<file path="src/rtl/add_pipe_pkg.sv">
// rtl/add_pipe_pkg.sv - shared constants and payload sizing for the pipelined adder/subtractor
package add_pipe_pkg;

    localparam logic ADD_OP_ADD = 1'b0;
    localparam logic ADD_OP_SUB = 1'b1;

    localparam int SAT_WRAP  = 0;
    localparam int SAT_CLAMP = 1;

    // Payload is {sub, carry, ovf, data}; data is the only width-dependent field.
    function automatic int payload_width(input int width);
        return width + 3;
    endfunction

endpackage

</file>
<file path="src/rtl/add_pipe_slice.sv">
// rtl/add_pipe_slice.sv - one valid/ready register slice; empty slots are refilled so bubbles collapse
module add_pipe_slice #(
    parameter int C_W = 11
) (
    input  logic           clk,
    input  logic           rst,
    input  logic           i_s_tvalid,
    output logic           o_s_tready,
    input  logic [C_W-1:0] i_s_tdata,
    output logic           o_m_tvalid,
    input  logic           i_m_tready,
    output logic [C_W-1:0] o_m_tdata
);

    logic           r_valid;
    logic [C_W-1:0] r_data;

    assign o_s_tready = !r_valid || i_m_tready;
    assign o_m_tvalid = r_valid;
    assign o_m_tdata  = r_data;

    always_ff @(posedge clk) begin
        if (rst) begin
            r_valid <= 1'b0;
            r_data  <= '0;
        end else if (o_s_tready) begin
            r_valid <= i_s_tvalid;
            // Data only moves with a real beat so an empty output keeps its last value.
            if (i_s_tvalid) begin
                r_data <= i_s_tdata;
            end
        end
    end

endmodule

</file>
<file path="src/rtl/add_pipe.sv">
// rtl/add_pipe.sv - pipelined unsigned add/sub with carry/borrow, overflow flag and optional saturation
module add_pipe
    import add_pipe_pkg::*;
#(
    parameter int C_WIDTH  = 8,
    parameter int C_STAGES = 2,
    parameter int C_SAT    = 0
) (
    input  logic               clk,
    input  logic               rst,
    input  logic               in_valid,
    output logic               in_ready,
    input  logic [C_WIDTH-1:0] in_a,
    input  logic [C_WIDTH-1:0] in_b,
    input  logic               in_sub,
    output logic               out_valid,
    input  logic               out_ready,
    output logic [C_WIDTH-1:0] out_c,
    output logic               out_carry,
    output logic               out_ovf
);

    localparam int P_W = payload_width(C_WIDTH);

    typedef struct packed {
        logic               sub;
        logic               carry;
        logic               ovf;
        logic [C_WIDTH-1:0] data;
    } payload_t;

    logic [C_WIDTH:0] w_sum;
    payload_t         w_in_pl;
    payload_t         w_out_pl;
    logic [C_STAGES:0] w_valid;
    logic [C_STAGES:0] w_ready;
    logic [P_W-1:0]    w_data [C_STAGES+1];

    // The extra top bit is the carry on add and the borrow on subtract.
    always_comb begin
        w_sum = '0;
        if (in_sub == ADD_OP_SUB) begin
            w_sum = {1'b0, in_a} - {1'b0, in_b};
        end else begin
            w_sum = {1'b0, in_a} + {1'b0, in_b};
        end
    end

    always_comb begin
        w_in_pl       = '0;
        w_in_pl.sub   = in_sub;
        w_in_pl.carry = w_sum[C_WIDTH];
        w_in_pl.ovf   = w_sum[C_WIDTH];
        w_in_pl.data  = w_sum[C_WIDTH-1:0];
    end

    assign w_valid[0]        = in_valid;
    assign w_data[0]         = P_W'(w_in_pl);
    assign in_ready          = w_ready[0];
    assign w_ready[C_STAGES] = out_ready;

    for (genvar g = 0; g < C_STAGES; g++) begin : g_stage
        add_pipe_slice #(
            .C_W(P_W)
        ) u_slice (
            .clk        (clk),
            .rst        (rst),
            .i_s_tvalid (w_valid[g]),
            .o_s_tready (w_ready[g]),
            .i_s_tdata  (w_data[g]),
            .o_m_tvalid (w_valid[g+1]),
            .i_m_tready (w_ready[g+1]),
            .o_m_tdata  (w_data[g+1])
        );
    end

    assign w_out_pl  = payload_t'(w_data[C_STAGES]);
    assign out_valid = w_valid[C_STAGES];
    assign out_carry = w_out_pl.carry;
    assign out_ovf   = w_out_pl.ovf;

    // Clamp toward the bound that was crossed: all ones on add, zero on subtract.
    always_comb begin
        out_c = w_out_pl.data;
        if (C_SAT == SAT_CLAMP && w_out_pl.ovf) begin
            out_c = w_out_pl.sub ? '0 : '1;
        end
    end

endmodule

</file>
<file path="config.mk">
export PLATFORM = sky130hd
export DESIGN_NAME = add_pipe
export DESIGN_NICKNAME = d
export VERILOG_FILES = /design/src/rtl/add_pipe_pkg.sv /design/src/rtl/add_pipe_slice.sv /design/src/rtl/add_pipe.sv
export SDC_FILE = /design/constraint.sdc
export NUM_CORES = 1
export LEC_CHECK = 0
export CAP_MARGIN = 40
export CORE_MARGIN = 2
export CORE_UTILIZATION = 37
export CTS_CLUSTER_DIAMETER = 120
export DETAILED_ROUTE_END_ITERATION = 10
export HOLD_SLACK_MARGIN = 0.1
export MAX_ROUTING_LAYER = met4
export SYNTH_ARGS = -nofsm -noshare
export SYNTH_HDL_FRONTEND = slang
export SYNTH_HIERARCHICAL = 1
export SYNTH_SLANG_ARGS = --single-unit
</file>
<file path="constraint.sdc">
create_clock -name clk -period 2.7 [get_ports clk]
set_input_delay 0.27 -clock clk [delete_from_list [all_inputs] [get_ports clk]]
set_output_delay 0.27 -clock clk [all_outputs]
set_load 0.01 [all_outputs]
</file>
==> flow_summary.json, run 1 <==
{
  "place.gp.congestion": 0.6487,
  "finalHoldViolations": 0,
  "vdd_drop_max_uv": 165.0,
  "final_nets": 235,
  "routed_wirelength_microns": 2933,
  "syn_inst": 172,
  "clock_latency_ns": 0.25,
  "clockBufferDepth": 2,
  "internal_power_mw": 0.6100,
  "critPathMaxFanout": 2,
  "gr-usage-all-layers_pct": 13.35,
  "slew_headroom_pct": 55.14,
  "overflow": 0,
  "p_per_area_nw_per_um2": 434.6,
  "min_path_type": "flip-flop to flip-flop",
  "tightest_slew_ns": 0.6708,
  "crit_type": "input pin to flip-flop",
  "critical_path_required_ns": 2.89,
  "grt_max_degree": 23,
  "finalSetupViolCount": 0,
  "pin_count": 33,
  "diodes": 0,
  "vias_per_cell": 4.988,
  "total_power_mw": 0.8592,
  "clk_pin_slew_ns": 0.07,
  "final_cell_mix": "clkdlybuf4s50_1 (32), dfxtp_1 (22), nand3_1 (20)",
  "numPortBuffers": 32,
  "holdWs_ns": 0.4796,
  "clock-sinks": 22,
  "ff_latch_area_sq_um": 440.4,
  "root_buffer": "clkbuf_8",
  "dr.pass1.iters": 4,
  "pwr-share-seq_pct": 42.2,
  "arrival_ns": 2.68,
  "final_core_util_pct": 48.72,
  "routedWlPerCell_microns": 11.64,
  "rows": 23,
  "synth_area_per_cell_sq_um": 9.173,
  "maxCapViolCount": 0,
  "grt_first_pass_wirelength_microns": 5333,
  "antenna_found_initial": 0,
  "syn_nets": 203,
  "cts_tree": "built",
  "drive_above_1_share_pct": 20.79,
  "skew_ns": 0.003998,
  "numCtsBuffers": 3,
  "fmax_ghz": 0.4022,
  "final_common_cell": "clkdlybuf4s50_1",
  "ys_warn_count": 6,
  "syn_area_sq_um": 1578,
  "die_w_microns": 69.30,
  "report.final.slew_viol_count": 0,
  "p_clk_share_pct": 22.6,
  "antenna_left": 0,
  "rsz0062_at_grt": "no",
  "fillers": 381,
  "htree_num_levels": 1,
  "die_area_sq_um": 4802,
  "endpoint_kind": "flip-flop",
  "multi_input_area_sq_um": 1011,
  "run_status": "finished clean",
  "stdcell_count": 252,
  "drc": 0,
  "critPathLaunchType": "input pin",
  "die_height_microns": 69.30,
  "leakagePower_nw": 0.7713,
  "power.switching_mw": 0.2492,
  "grt_pass1_vias": 1259,
  "fin_crit_ns": 2.486,
  "vias": 1257,
  "drt_iter0_markers": 40,
  "coreArea_sq_um": 4058,
  "place_inst": 249,
  "initial_utilization_pct": 38.88,
  "finalCritPeriodShare_pct": 92.09,
  "areaGrowthSynthToFinish_pct": 25.30,
  "dpl.hpwl_microns": 2250,
  "pwr-share-comb_pct": 35.2,
  "sw_frac_of_total_pct": 29.00
}
[per-stage QoR]
step                area, sq um  setup TNS (ns)  worst slack [ns]
floorplan                  1578               0            0.5265
global route               1977               0           0.05616
finish                     1977               0            0.2135
detailed placement         1929         -0.2629           -0.1483
CTS                        1971               0            0.1126
global placement           1929         -0.1063          -0.05448
[final cells by class]
class                      count  area share [%]
tap                           50           3.165
inverter                      11           2.089
timing repair buffer          40           19.24
clock buffer                   3           2.089
sequential                    22           22.28
multi-input combinational    126           51.14
[timing repair]
| action | CTS | global route |
|---|---|---|
| gates resized for setup | 0 | 2 |
| hold endpoints to repair | 0 | 0 |
| hold buffers | 0 | 0 |
| endpoints found under the setup margin | 0 | 2 |
| setup buffers | 0 | 0 |
[sequential cells by signal, summed over array words and instances, names as in the netlist]
| signal | cells |
|---|---|
| g_stage.u_slice/o_m_tdata | 20 |
| g_stage.u_slice/o_m_tvalid | 2 |
[metal layers]
layer	up-vias	GRT usage (%)	part of all wire (%)
met5	-	-	0
met4	0	5.229	1.2
met3	2	1.163	3.3
met2	27	22.76	48
met1	563	16.28	47
li1	665	-	-
[final timing paths]
check,startpoint,end,slack [ns],cells past startpoint
hold / removal,g_stage[0].u_slice/o_m_tdata[7],g_stage[1].u_slice/o_m_tdata[7],0.48,2
setup / recovery,in_b[0],g_stage[0].u_slice/o_m_tdata[8],0.21,11
hold reg to reg,g_stage[0].u_slice/o_m_tdata[7],g_stage[1].u_slice/o_m_tdata[7],0.48,2
setup reg to reg,g_stage[1].u_slice/o_m_tvalid,g_stage[0].u_slice/o_m_tdata[8],1.40,4
[critical path, cell delays in order]
cell             delay, ns
clkdlybuf4s50_1       0.47
inv_1                 0.04
ha_1                  0.27
mux2_2                0.30
fa_2                  0.40
nor2b_4               0.14
o2111ai_2             0.13
a32oi_2               0.21
xnor2_1               0.16
nand3_1               0.12
a21oi_2               0.16
[power groups by stage]
| stage | clock network (mW) | logic [mW] | registers (mW) |
|---|---|---|---|
| after global placement | 0 | 0.296 | 0.369 |
| after global routing | 0.214 | 0.341 | 0.366 |
| after detailed placement | 0 | 0.303 | 0.369 |
| after floorplan | 0 | 0.213 | 0.370 |
| after CTS | 0.202 | 0.304 | 0.362 |
| final | 0.194 | 0.302 | 0.362 |
(Power assumes the default switching activity.)
==> inputs of run 2 (changes only) <==
--- a/config.mk
+++ b/config.mk
@@ -6,7 +6,7 @@
 export NUM_CORES = 1
 export LEC_CHECK = 0
 export CAP_MARGIN = 40
-export CORE_MARGIN = 2
+export CORE_MARGIN = 1.5
 export CORE_UTILIZATION = 37
 export CTS_CLUSTER_DIAMETER = 120
 export DETAILED_ROUTE_END_ITERATION = 10
@@ -14,5 +14,4 @@
 export MAX_ROUTING_LAYER = met4
 export SYNTH_ARGS = -nofsm -noshare
 export SYNTH_HDL_FRONTEND = slang
-export SYNTH_HIERARCHICAL = 1
 export SYNTH_SLANG_ARGS = --single-unit
==> flow_summary.json, run 2 <==
{
  "finalSetupViolCount": 0,
  "coreArea_sq_um": 3128,
  "synth-edff-count": 0,
  "final_common_cell": "clkdlybuf4s50_1",
  "drc": 0,
  "skew_ns": 0.004639,
  "areaGrowthSynthToFinish_pct": 37.50,
  "min_path_type": "flip-flop to flip-flop",
  "syn_area_sq_um": 1251,
  "final_nets": 217,
  "critPathMaxFanout": 2,
  "synth_area_per_cell_sq_um": 8.750,
  "die_height_microns": 61.15,
  "power.switching_mw": 0.2243,
  "clock_latency_ns": 0.30,
  "wl_met2_microns": 1355,
  "fillers": 305,
  "r2r_cells": 4,
  "report.final.slew_viol_count": 0,
  "slew_headroom_pct": 68.41,
  "met3_length_microns": 80,
  "ys_warn_count": 0,
  "cts_hold_buffers": 0,
  "antenna_left": 0,
  "drt_iter0_markers": 18,
  "initial_utilization_pct": 40.00,
  "holdWs_ns": 0.4769,
  "pin_count": 33,
  "finalHoldViolations": 0,
  "gr-usage-all-layers_pct": 16.66,
  "arrival_ns": 2.70,
  "crit_type": "input pin to flip-flop",
  "place.gp.congestion": 0.8135,
  "drive_above_1_share_pct": 12.43,
  "rrSetupSlack_ns": 1.15,
  "grt_max_degree": 16,
  "syn_inst": 143,
  "clock-sinks": 20,
  "routedWlPerCell_microns": 11.96,
  "r2r-end": "g_stage[0].u_slice.o_m_tdata[7]",
  "ys_top_cells_by_count": "nor2_1 (25), dfxtp_1 (20), a21oi_1 (11)",
  "timing.rr.start": "g_stage[1].u_slice.o_m_tvalid",
  "tightest_slew_ns": 0.4727,
  "wl_met1_microns": 1295,
  "leakagePower_nw": 0.7697,
  "synth_area_leaders": "dfxtp_1 (32%), ha_1 (9.0%), nor2_1 (7.5%), mux2i_1 (7.2%), a21oi_1 (4.4%)",
  "fin_crit_ns": 2.506,
  "rsz0062_at_grt": "no",
  "internal_power_mw": 0.5404,
  "critPathLaunchType": "input pin",
  "clockBufferDepth": 2,
  "top_layer_used": "met4",
  "vias": 1141,
  "critical_path_required_ns": 2.90,
  "largest_register_ffs": 18,
  "vias_per_cell": 4.983,
  "die_w_microns": 61.15,
  "die_area_sq_um": 3739,
  "maxCapViolCount": 0,
  "p_clk_share_pct": 22.5,
  "synth.top_cell.area_share_pct": 32.00,
  "synth-seq-cells": 20,
  "async_flop_share_pct": 0,
  "multi_input_area_sq_um": 777.0,
  "antenna_found_initial": 0,
  "numPortBuffers": 32,
  "cts_resized": 0,
  "p_per_area_nw_per_um2": 444.5,
  "postSynth.topFlopCell": "dfxtp_1",
  "dr.pass1.iters": 4,
  "pwr-share-comb_pct": 33.9,
  "run_status": "finished clean",
  "hold_depth": 2,
  "grt_pass1_vias": 1136,
  "routed_wirelength_microns": 2739,
  "final_cell_mix": "clkdlybuf4s50_1 (32), nor2_1 (25), dfxtp_1 (20)",
  "syn_nets": 174,
  "overflow": 0,
  "rows": 20,
  "yosysSeqAreaShare_pct": 32.00,
  "pwr-share-seq_pct": 43.6,
  "clk_pin_slew_ns": 0.11,
  "numCtsBuffers": 3,
  "min_from": "g_stage[0].u_slice.o_m_tdata[4]",
  "total_power_mw": 0.7647,
  "grt_first_pass_wirelength_microns": 4616,
  "dpl.hpwl_microns": 2307,
  "fmax_ghz": 0.3990,
  "post_cts_buffers": 0,
  "diodes": 0,
  "htree_num_levels": 1,
  "sw_frac_of_total_pct": 29.33,
  "finalCritPeriodShare_pct": 92.83,
  "cts_tree": "built",
  "synth_cell_types": 40,
  "root_buffer": "clkbuf_4",
  "endpoint_kind": "flip-flop",
  "vdd_drop_max_uv": 287.2,
  "synth_largest_area_cell": "dfxtp_1",
  "yosys.cell_count.top_type": "nor2_1",
  "holdPathEnd": "g_stage[0].u_slice.o_m_tdata[4]",
  "ff_latch_area_sq_um": 400.4
}
==> run 2: routing by layer <==
layer,global-route usage (%),up-vias
met4,2.795,0
met1,19.18,528
li1,-,595
met5,-,-
met2,30.24,16
met3,3.151,2
==> run 2: final cells by class <==
cell class	instances	share of cell area (%)
Multi-Input combinational cell	107	45.16
Inverter	9	1.964
Tap cell	44	3.200
Sequential cell	20	23.27
Clock buffer	4	2.109
Timing Repair Buffer	45	24.29
==> run 2: worst max-delay path by stage <==
stage	from	endpoint	slack, ns	cells past startpoint
final	in_b[0]	g_stage[0].u_slice.o_m_tdata[7]	0.19	11
after global routing	in_b[0]	g_stage[0].u_slice.o_m_tdata[7]	0.05	11
after CTS	in_b[0]	g_stage[0].u_slice.o_m_tdata[7]	0.19	11
after detailed placement	in_b[0]	g_stage[0].u_slice.o_m_tdata[7]	-0.12	11
after global placement	in_b[0]	g_stage[0].u_slice.o_m_tdata[7]	-0.05	11
after floorplan	in_sub	g_stage[0].u_slice.o_m_tdata[7]	0.48	9
==> run 2: metrics by stage <==
| stage | area, sq um | utilization [%] | setup WS, ns | cells | TNS, ns |
|---|---|---|---|---|---|
| floorplan | 1251 | - | 0.4767 | 143 | 0 |
| global placement | 1684 | 53.84 | -0.05217 | 225 | -0.05922 |
| detailed placement | 1684 | 53.84 | -0.1243 | 225 | -0.1995 |
| CTS | 1720 | 55.00 | 0.1862 | 229 | 0 |
| global route | 1720 | 55.00 | 0.05428 | 229 | 0 |
| finish | 1720 | 55.00 | 0.1937 | 229 | 0 |
==> run 2: cells by family (layout without fill, tap and decap cells) <==
kind of cell	count (synthesis)	in the layout	share of synthesized area (%)
fa+ha+maj	10	10	10.60
xor+xnor	9	9	6.300
simple gates	47	47	20.50
buf+inv	16	58	5.900
flops	20	20	32.00
mux	10	10	8.100
compound gates	31	31	16.60
==> run 2: worst max-delay path: stages <==
cell and delay, ns:
clkdlybuf4s50_1 0.47, inv_1 0.06, ha_1 0.28, mux2_2 0.27, inv_1 0.06, ha_1 0.22
nor2b_4 0.13, o31a_1 0.27, o41ai_2 0.27, nor4_1 0.08, a311o_1 0.32
==> run 2: power groups by stage <==
| stage | clock network (mW) | registers [mW] | logic (mW) |
|---|---|---|---|
| finish | 0.172 | 0.333 | 0.259 |
| global route | 0.191 | 0.337 | 0.289 |
| CTS | 0.176 | 0.334 | 0.260 |
| detailed placement | 0 | 0.341 | 0.259 |
| global placement | 0 | 0.340 | 0.254 |
| floorplan | 0 | 0.339 | 0.158 |
